--- src/rtl/decoder_pkg.sv ---
// Shared decode constants for the execute stage, plus the multiply/divide FSM state type.
package decoder_pkg;

  localparam logic [2:0] TYPE_MUL    = 3'b000;
  localparam logic [2:0] TYPE_MULH   = 3'b001;
  localparam logic [2:0] TYPE_MULHSU = 3'b010;
  localparam logic [2:0] TYPE_MULHU  = 3'b011;
  localparam logic [2:0] TYPE_DIV    = 3'b100;
  localparam logic [2:0] TYPE_DIVU   = 3'b101;
  localparam logic [2:0] TYPE_REM    = 3'b110;
  localparam logic [2:0] TYPE_REMU   = 3'b111;

  typedef enum logic [1:0] {IDLE, CALC, FIX, DONE} muldiv_state_t;

  function automatic logic md_is_div(input logic [2:0] f);
    return f[2];
  endfunction

  function automatic logic md_rs1_signed(input logic [2:0] f);
    return (f == TYPE_MULH) || (f == TYPE_MULHSU) || (f == TYPE_DIV) || (f == TYPE_REM);
  endfunction

  function automatic logic md_rs2_signed(input logic [2:0] f);
    return (f == TYPE_MULH) || (f == TYPE_DIV) || (f == TYPE_REM);
  endfunction

endpackage

--- src/rtl/muldiv_step.sv ---
// One iteration of the muldiv datapath: shift-add for multiply, subtract-restore for divide.
module muldiv_step #(
  parameter int unsigned XLEN = 32
) (
  input  logic                div_i,
  input  logic [2*XLEN-1:0]   acc_i,
  input  logic [XLEN-1:0]     opd_i,
  output logic [2*XLEN-1:0]   acc_o
);

  logic [XLEN:0] add_sum;
  logic [XLEN:0] trial;

  always_comb begin
    add_sum = {1'b0, acc_i[2*XLEN-1:XLEN]} + (acc_i[0] ? {1'b0, opd_i} : '0);
    // Partial remainder shifted left with the next dividend bit brought in.
    trial   = acc_i[2*XLEN-1:XLEN-1] - {1'b0, opd_i};
    if (div_i) begin
      if (trial[XLEN]) begin
        acc_o = {acc_i[2*XLEN-2:0], 1'b0};
      end else begin
        acc_o = {trial[XLEN-1:0], acc_i[XLEN-2:0], 1'b1};
      end
    end else begin
      acc_o = {add_sum, acc_i[XLEN-1:1]};
    end
  end

endmodule

--- src/rtl/muldiv_unit.sv ---
// Iterative RV32M multiply/divide unit with valid/ready request and response ports.
module muldiv_unit
  import decoder_pkg::*;
#(
  parameter int unsigned XLEN = 32
) (
  input  logic            clk,
  input  logic            rst_n,
  input  logic            req_valid_i,
  output logic            req_ready_o,
  input  logic [2:0]      funct3_i,
  input  logic [XLEN-1:0] rs1_i,
  input  logic [XLEN-1:0] rs2_i,
  input  logic            flush_i,
  output logic            rsp_valid_o,
  input  logic            rsp_ready_i,
  output logic [XLEN-1:0] result_o,
  output logic            busy_o
);

  localparam logic [XLEN-1:0] MinNeg   = {1'b1, {(XLEN-1){1'b0}}};
  localparam logic [4:0]      LastIter = 5'(XLEN-1);

  muldiv_state_t     state_q, state_d;
  logic [4:0]        cnt_q, cnt_d;
  logic [2:0]        op_q, op_d;
  logic [XLEN-1:0]   opd_q, opd_d;
  logic [2*XLEN-1:0] acc_q, acc_d;
  logic              neg_q_q, neg_q_d;
  logic              neg_r_q, neg_r_d;
  logic [XLEN-1:0]   result_q, result_d;
  logic              rsp_valid_q, rsp_valid_d;

  logic [2*XLEN-1:0] step_acc;
  logic              a_neg, b_neg, div_zero, div_ovf, req_div;
  logic [XLEN-1:0]   mag_a, mag_b;
  logic [2*XLEN-1:0] prod_fix;
  logic [XLEN-1:0]   quo_fix, rem_fix;

  muldiv_step #(
    .XLEN (XLEN)
  ) u_step (
    .div_i (op_q[2]),
    .acc_i (acc_q),
    .opd_i (opd_q),
    .acc_o (step_acc)
  );

  always_comb begin
    req_div  = md_is_div(funct3_i);
    a_neg    = md_rs1_signed(funct3_i) & rs1_i[XLEN-1];
    b_neg    = md_rs2_signed(funct3_i) & rs2_i[XLEN-1];
    mag_a    = a_neg ? -rs1_i : rs1_i;
    mag_b    = b_neg ? -rs2_i : rs2_i;
    div_zero = req_div && (rs2_i == '0);
    div_ovf  = ((funct3_i == TYPE_DIV) || (funct3_i == TYPE_REM)) &&
               (rs1_i == MinNeg) && (rs2_i == '1);

    prod_fix = neg_q_q ? -acc_q : acc_q;
    quo_fix  = neg_q_q ? -acc_q[XLEN-1:0] : acc_q[XLEN-1:0];
    rem_fix  = neg_r_q ? -acc_q[2*XLEN-1:XLEN] : acc_q[2*XLEN-1:XLEN];

    state_d     = state_q;
    cnt_d       = cnt_q;
    op_d        = op_q;
    opd_d       = opd_q;
    acc_d       = acc_q;
    neg_q_d     = neg_q_q;
    neg_r_d     = neg_r_q;
    result_d    = result_q;
    rsp_valid_d = rsp_valid_q;

    unique case (state_q)
      IDLE: begin
        if (req_valid_i) begin
          op_d    = funct3_i;
          cnt_d   = '0;
          neg_q_d = a_neg ^ b_neg;
          neg_r_d = a_neg;
          if (div_zero) begin
            // funct3[1] distinguishes REM/REMU from DIV/DIVU.
            result_d    = funct3_i[1] ? rs1_i : '1;
            rsp_valid_d = 1'b1;
            state_d     = DONE;
          end else if (div_ovf) begin
            result_d    = funct3_i[1] ? '0 : MinNeg;
            rsp_valid_d = 1'b1;
            state_d     = DONE;
          end else begin
            acc_d   = {{XLEN{1'b0}}, (req_div ? mag_a : mag_b)};
            opd_d   = req_div ? mag_b : mag_a;
            state_d = CALC;
          end
        end
      end
      CALC: begin
        acc_d = step_acc;
        cnt_d = cnt_q + 5'd1;
        if (cnt_q == LastIter) begin
          state_d = FIX;
        end
      end
      FIX: begin
        if (op_q[2]) begin
          result_d = op_q[1] ? rem_fix : quo_fix;
        end else if (op_q == TYPE_MUL) begin
          result_d = prod_fix[XLEN-1:0];
        end else begin
          result_d = prod_fix[2*XLEN-1:XLEN];
        end
        rsp_valid_d = 1'b1;
        state_d     = DONE;
      end
      DONE: begin
        if (rsp_ready_i) begin
          rsp_valid_d = 1'b0;
          state_d     = IDLE;
        end
      end
      default: state_d = IDLE;
    endcase

    // Flush wins over everything, including an accept in IDLE.
    if (flush_i) begin
      state_d     = IDLE;
      rsp_valid_d = 1'b0;
      result_d    = result_q;
      op_d        = op_q;
      opd_d       = opd_q;
      acc_d       = acc_q;
      cnt_d       = cnt_q;
      neg_q_d     = neg_q_q;
      neg_r_d     = neg_r_q;
    end
  end

  always_ff @(posedge clk or negedge rst_n) begin
    if (!rst_n) begin
      state_q     <= IDLE;
      cnt_q       <= '0;
      op_q        <= '0;
      opd_q       <= '0;
      acc_q       <= '0;
      neg_q_q     <= 1'b0;
      neg_r_q     <= 1'b0;
      result_q    <= '0;
      rsp_valid_q <= 1'b0;
    end else begin
      state_q     <= state_d;
      cnt_q       <= cnt_d;
      op_q        <= op_d;
      opd_q       <= opd_d;
      acc_q       <= acc_d;
      neg_q_q     <= neg_q_d;
      neg_r_q     <= neg_r_d;
      result_q    <= result_d;
      rsp_valid_q <= rsp_valid_d;
    end
  end

  assign result_o    = result_q;
  assign rsp_valid_o = rsp_valid_q;
  assign req_ready_o = (state_q == IDLE);
  assign busy_o      = (state_q != IDLE);

endmodule
--- config.mk ---
export PLATFORM = sky130hd
export DESIGN_NAME = muldiv_unit
export DESIGN_NICKNAME = d
export VERILOG_FILES = /design/src/rtl/decoder_pkg.sv /design/src/rtl/muldiv_step.sv /design/src/rtl/muldiv_unit.sv
export SDC_FILE = /design/constraint.sdc
export NUM_CORES = 1
export LEC_CHECK = 0
export CAP_MARGIN = 20
export CORE_ASPECT_RATIO = 1.75
export CORE_MARGIN = 2
export CORE_UTILIZATION = 28
export CTS_BUF_LIST = sky130_fd_sc_hd__clkbuf_4
export CTS_CLUSTER_DIAMETER = 80
export DETAILED_ROUTE_END_ITERATION = 6
export PLACE_DENSITY = 0.52
export SLEW_MARGIN = 5
export SYNTH_ARGS = -nofsm -noshare
export SYNTH_HDL_FRONTEND = slang
export SYNTH_SLANG_ARGS = --single-unit
--- constraint.sdc ---
create_clock -name clk -period 4.7 [get_ports clk]
set_input_delay 0.94 -clock clk [delete_from_list [all_inputs] [get_ports clk]]
set_output_delay 0.94 -clock clk [all_outputs]
set_load 0.01 [all_outputs]
==> results.py, run 1 <==
metrics = {
    "status": {
        "outcome": "complete, no violations",
    },
    "yosys": {
        "async_flop_share_pct": 100,
        "syn_area_per_cell_um2": 7.46,
        "postSynthCellCount": 2057,
        "synthTopCellsByCount": "nand2_1, o21ai_0, a21oi_1, nor2_1, dfrtp_1",
        "yosys.area.top_type": "dfrtp_1",
        "ys_seq_area_share_pct": 23.0,
        "synth-edff-count": 0,
        "synth_ff_type": "dfrtp_1",
        "synth-seq-cells": 141,
        "synth_area_um2": 15400,
        "yosysMostFrequentCell": "nand2_1",
        "ys_types": 77,
        "yosys_warnings": 0,
        "syn-num-nets": 2206,
        "ys_top_cells_by_area": "dfrtp_1, o21ai_0, ha_1",
        "synth_top_cell_area_share_pct": 23.0,
    },
    "placed_design": {
        "dp_slack_ps": 214,
        "gpl.final_weighted_congestion": 1.03,
        "placedCellCount": 2830,
        "dp_hpwl_mm": 59.8,
        "io_buffers": 106,
        "postPlaceCellArea_um2": 17700,
    },
    "power": {
        "p_int_w": 0.00569,
        "switching_share_pct": 55.8,
        "leakagePower_nw": 7.42,
        "p_comb_share_pct": 71.9,
        "switchingPower_w": 0.00719,
        "powerDensity_nw_per_um2": 714,
        "ir_drop_mv": 0.367,
        "pwr-share-seq_pct": 20.8,
        "pwr-share-clk_pct": 7.3,
    },
    "cts": {
        "postCtsHoldBufs": 0,
        "clk_path_buf_depth": 2,
        "htree_num_levels": 4,
        "root_buffer": "clkbuf_4",
        "cts_tree": "done",
        "postCtsSetupBuffers": 0,
        "cts_num_sinks": 141,
        "clk_latency_ps": 660,
        "cts_resized": 0,
        "cts_inserted_buffers": 17,
        "cts.clk_slew.worst_paths_ps": 150,
    },
    "timing": {
        "hold_viol": 0,
        "layout_min_cycle_time_ps": 4050,
        "finalSetupViolations": 0,
        "drv_slew": 0,
        "worst_slack_ps": 646,
        "maxSlewHeadroom_pct": 28.3,
        "clock.fmax_mhz": 247,
        "min_period_over_period_pct": 86.2,
        "worst_slew_pin_slew_ps": 1070,
        "grt_setup_unrepaired": "no",
        "fin_worst_skew_ps": 53.5,
        "fin_setup_tns_ps": 0,
    },
    "critical_path": {
        "path_class": "reg2reg",
        "reg2reg_from": "acc_q[0]",
        "critical_path_required_ps": 5250,
        "reg2reg_slack_ps": 650,
        "crit_path_end_kind": "flip-flop",
        "arrival_ps": 4610,
        "reg2reg_to": "acc_q[62]",
        "cp_max_fo": 10,
        "cp-start-kind": "flip-flop",
        "cpPeakStageDelay_ps": 650,
        "crit_chain": "inv_1 > nor2_1 > ha_1 > o211ai_1 > or3_1 > or4b_2 > a21oi_1 > o41ai_1 > buf_4 > o31a_1 > o21ai_0 > mux2i_1 > a211o_1",
        "crit_slowest_cell": "or4b_2",
        "rr_worst_depth": 13,
    },
    "drt": {
        "met1_length_mm": 25.4,
        "wire_per_inst_um": 25.9,
        "drc_errors": 0,
        "vias_per_cell": 5.82,
        "first_pass_iters": 6,
        "ant_nets": 0,
        "highest_layer": "met4",
        "met2_wirelength_mm": 37.2,
        "drt_wl_total_mm": 74.1,
        "met3_length_mm": 2.56,
        "vias": 16600,
        "drt_iter0_drc": 1268,
    },
    "global_route": {
        "grt_max_degree": 64,
        "grt_pass1_wl_mm": 106,
        "antenna_found_initial": 1,
        "grt_use_total_pct": 25.6,
        "gr-total-overflow": 0,
        "grt_pass1_vias": 16400,
    },
    "final_layout": {
        "area_delta_synth_final_pct": 17.5,
        "stdcell_area_um2": 18000,
        "n_fill_cell": 5866,
        "multiInputGateArea_um2": 11000,
        "layout.cells.non_filler": 2862,
        "final_core_util_pct": 33.2,
        "drive_gt1_share_pct": 10.8,
        "regArea_um2": 3530,
        "nets": 2308,
    },
    "die": {
        "die_area_um2": 56800,
        "die_w_um": 181,
        "die_height_um": 314,
        "initial_core_util_pct": 28.3,
        "io_pins": 107,
        "rows": 113,
        "core_um2": 54300,
    },
    "hold_path": {
        "hold_class": "in2async",
    },
    "run": {
        "drv_cap": 0,
    },
}
worst max-delay path by stage:
| stage | startpoint | to | slack (ps) | cells past startpoint |
|---|---|---|---|---|
| after global routing | acc_q[33] | result_o[30] | 440 | 11 |
| after global placement | rs2_i[9] | opd_q[10] | 230 | 8 |
| after floorplan | rs2_i[9] | acc_q[60] | 950 | 10 |
| final | acc_q[0] | acc_q[62] | 650 | 13 |
| after CTS | acc_q[0] | acc_q[62] | 730 | 13 |
| after detailed placement | rs2_i[9] | opd_q[11] | 210 | 8 |
cells in the final DEF (no fill, tap or decap), types with 36 or more instances in the layout:
cell and count:
a21oi_1 182, buf_4 119, clkdlybuf4s50_1 104, dfrtp_1 140
ha_1 74, inv_1 69, mux2_2 36, mux2i_1 42
nand2_1 214, nor2_1 175, nor3_1 47, o21ai_0 208
o31ai_1 44, xnor2_1 101, xor2_1 84
power by group through the flow:
stage / clock network, W / registers [W] / logic [W]
floorplan: 0 / 0.00219 / 0.00613
global placement: 0 / 0.00268 / 0.00899
detailed placement: 0 / 0.00270 / 0.00906
CTS: 0.000964 / 0.00267 / 0.00912
global route: 0.00100 / 0.00274 / 0.00997
finish: 0.000939 / 0.00269 / 0.00926
per-layer routing:
layer,global-route usage (%),vias up
met3,2.41,253
li1,-,7716
met5,0,-
met1,24.5,7986
met4,27.2,0
met2,46.2,694
worst max-delay path: cells and delay by family, from the launching register on:
kind | cells | cell delay [ps]
compound gates | 6 | 1360
fa+ha+maj | 1 | 360
buf+inv | 2 | 570
flops | 1 | 400
mux | 1 | 130
simple gates | 3 | 1140
sequential cells by signal (all words and copies together), names as in the netlist:
signal	count
neg_q_q	1
rsp_valid_o	1
state_q	2
op_q	3
neg_r_q	1
result_o	32
acc_q	64
opd_q	32
cnt_q	5
kinds of logic after synthesis:
family                     after synthesis  share of synthesized area [%]
AOI/OAI and AO/OA                      699                           28.6
and+or+nand+nor                        659                           20.5
buffers and inverters                  217                           5.54
xor gates and xnor gates               186                           10.6
DFF                                    141                           23.0
muxes                                   78                           5.38
adders and majority gates               77                           6.37
through the flow:
step | hold slack [ps] | power [W]
finish | 254 | 0.0129
CTS | 255 | 0.0128
global route | 268 | 0.0137
floorplan | 450 | 0.00832
global placement | 470 | 0.0117
detailed placement | 471 | 0.0118
area by class of cell:
type | instances | share of cell area, %
antenna | 1 | 0.0139
multi-input combinational | 1699 | 61.1
inverter | 71 | 1.48
clock buffer | 17 | 0.707
timing repair buffer | 229 | 11.3
tap | 690 | 4.78
clock inverter | 14 | 1.03
sequential | 141 | 19.6
(Power assumes the default switching activity.)
==> run 2: changes to the inputs <==
Settings changed: PLACE_DENSITY 0.52 to 0.53.
Clock period 4.7 ns to 3.4 ns, I/O delays scaled along.
==> run 2 against run 1 <==
Against the previous run: die area did not move; non-clock buffer count rose by 376; global-route usage rose by 1.4 points; critical endpoint is now result_o[0]; design area rose by 19%; final cell count rose by 13%; first-iteration DRC count rose by 0.71%.
==> results.py, run 2 (same netlist as run 1, synthesis figures left out) <==
metrics = {
    "cts": {
        "htree_num_levels": 4,
        "root_buffer": "clkbuf_4",
        "cts.clk_slew.worst_paths_ps": 140,
        "cts_num_sinks": 141,
        "cts_tree": "done",
        "clk_path_buf_depth": 2,
        "clk_latency_ps": 670,
        "cts_inserted_buffers": 17,
    },
    "final_layout": {
        "most-common-layout-cells": "buf_4, nand2_1, o21ai_0",
        "area_delta_synth_final_pct": 40.4,
        "nets": 2684,
        "regArea_um2": 3530,
        "multiInputGateArea_um2": 11500,
        "layout.cells.non_filler": 3239,
        "top_register": "acc_q",
        "largest_reg_flops": 64,
        "drive_gt1_share_pct": 26.8,
        "final_common_cell": "buf_4",
        "n_fill_cell": 5723,
        "final_core_util_pct": 39.7,
    },
    "drt": {
        "drt_wl_total_mm": 78.1,
        "wire_per_inst_um": 24.1,
        "vias": 18000,
        "drc_errors": 0,
        "first_pass_iters": 7,
        "vias_per_cell": 5.55,
        "drt_iter0_drc": 1277,
        "ant_nets": 0,
    },
    "critical_path": {
        "crit_family": "simple AND/OR/NAND/NOR gates",
        "cp-start-kind": "input pin",
        "crit_cells": 10,
        "cp_max_fo": 4,
        "critical_path_required_ps": 3940,
        "path_class": "in2reg",
        "rr_worst_depth": 12,
        "reg2reg_slack_ps": 30,
        "crit_chain": "clkdlybuf4s50_1 > or4_1 > or4_1 > or4_4 > o21ai_4 > buf_4 > a32oi_4 > nor3_1 > buf_4 > a21oi_1",
        "crit_slowest_cell": "or4_4",
        "cpPeakStageDelay_ps": 650,
        "path_buf_inv": 3,
        "crit_path_end_kind": "flip-flop",
        "arrival_ps": 3920,
    },
    "timing": {
        "hold_viol": 0,
        "hold_ws_ps": 496,
        "grt_setup_unrepaired": "yes",
        "fin_worst_skew_ps": 37.6,
        "maxSlewHeadroom_pct": 32.2,
        "drv_slew": 0,
        "min_period_over_period_pct": 99.4,
        "worst_slew_pin_slew_ps": 1020,
        "layout_min_cycle_time_ps": 3380,
        "finalSetupViolations": 0,
        "worst_slack_ps": 20.7,
        "clock.fmax_mhz": 296,
    },
    "placed_design": {
        "gpl.final_weighted_congestion": 1.01,
        "dp_slack_ps": -615,
        "dp_hpwl_mm": 63.6,
        "io_buffers": 106,
        "placedCellCount": 3179,
    },
    "die": {
        "die_height_um": 314,
        "initial_core_util_pct": 28.3,
        "die_area_um2": 56800,
        "rows": 113,
        "die_w_um": 181,
        "core_um2": 54300,
        "io_pins": 107,
    },
    "power": {
        "leakagePower_nw": 9.42,
        "ir_drop_mv": 0.758,
        "power.total_w": 0.0209,
        "powerDensity_nw_per_um2": 970,
    },
    "run": {
        "drv_cap": 0,
    },
    "hold_path": {
        "hold_depth": 2,
        "hold_class": "reg2reg",
    },
    "global_route": {
        "gr-total-overflow": 0,
        "grt_pass1_wl_mm": 113,
        "grt_max_degree": 108,
        "grt_use_total_pct": 27.0,
        "antenna_found_initial": 1,
        "grt_pass1_vias": 17800,
    },
    "status": {
        "outcome": "complete, no violations",
    },
}
-- run 2: changes by cell type in the layout (fill, tap and decap cells not counted), moves of 5 or more --
cell / previous run / this run
or4_1: 23 / 17
a21oi_1: 182 / 168
ha_1: 74 / 64
inv_2: 1 / 6
buf_12: 5 / 16
a21oi_2: 0 / 10
o21ai_1: 0 / 11
inv_1: 69 / 62
ha_4: 0 / 6
o21ai_0: 208 / 191
or4_4: 4 / 10
buf_4: 119 / 479
-- run 2: what timing repair did --
item,CTS,global route
hold buffers,1,0
resized for setup,48,78
pin swaps,12,27
endpoints found under the hold margin,23,0
endpoints found under the setup margin,52,46
buffers inserted,5,18
gates cloned,2,1
-- run 2: power breakdown --
part,total [W],leakage (nW),internal (W),switching (W)
clock,0.00130,0.164,0.000464,0.000832
combinational,0.0166,7.46,0.00715,0.00942
sequential,0.00303,1.79,0.00241,0.000628
total,0.0209,9.42,0.0100,0.0109
-- run 2: layer usage --
layer	part of all wire [%]	global-route usage, %	vias to the layer above
li1	-	-	8472
met1	34	26.2	8658
met2	51	50.1	616
met3	3.2	2.48	241
met4	11	25.1	0
met5	0	0	-
-- run 2: worst paths after layout --
path | from | to
worst max register to register | acc_q[40] | acc_q[62]
min in group asynchronous | rst_n | opd_q[7]
worst min register to register | result_o[10] | result_o[10]
max in group asynchronous | rst_n | op_q[0]
worst min-delay path | result_o[10] | result_o[10]
worst max-delay path | rs2_i[27] | result_o[0]
-- run 2: final cells by class --
type / count / area share (%)
well taps: 690 / 4.01
flip-flops and latches: 141 / 16.4
diodes: 1 / 0.0116
clock buffers: 17 / 0.592
repair buffers: 605 / 23.5
multi-input cells: 1699 / 53.5
clock inverters: 15 / 0.830
inverters: 71 / 1.27
-- run 2: per-stage QoR --
step | setup TNS (ps) | instance area (um2)
after detailed placement | -51440 | 20400
after global placement | -43950 | 20400
final | 0 | 21500
after CTS | 0 | 21100
after floorplan | -11.9 | 15400
after global routing | -268 | 21500
-- run 2: worst register-to-register path: cells and delay by family (launching register included) --
family,cells,cell delay (ps)
AOI/OAI and AO/OA,6,1240
and+or+nand+nor,2,910
DFF,1,430
buffers and inverters,2,310
adders and majority gates,1,290
muxes,1,90
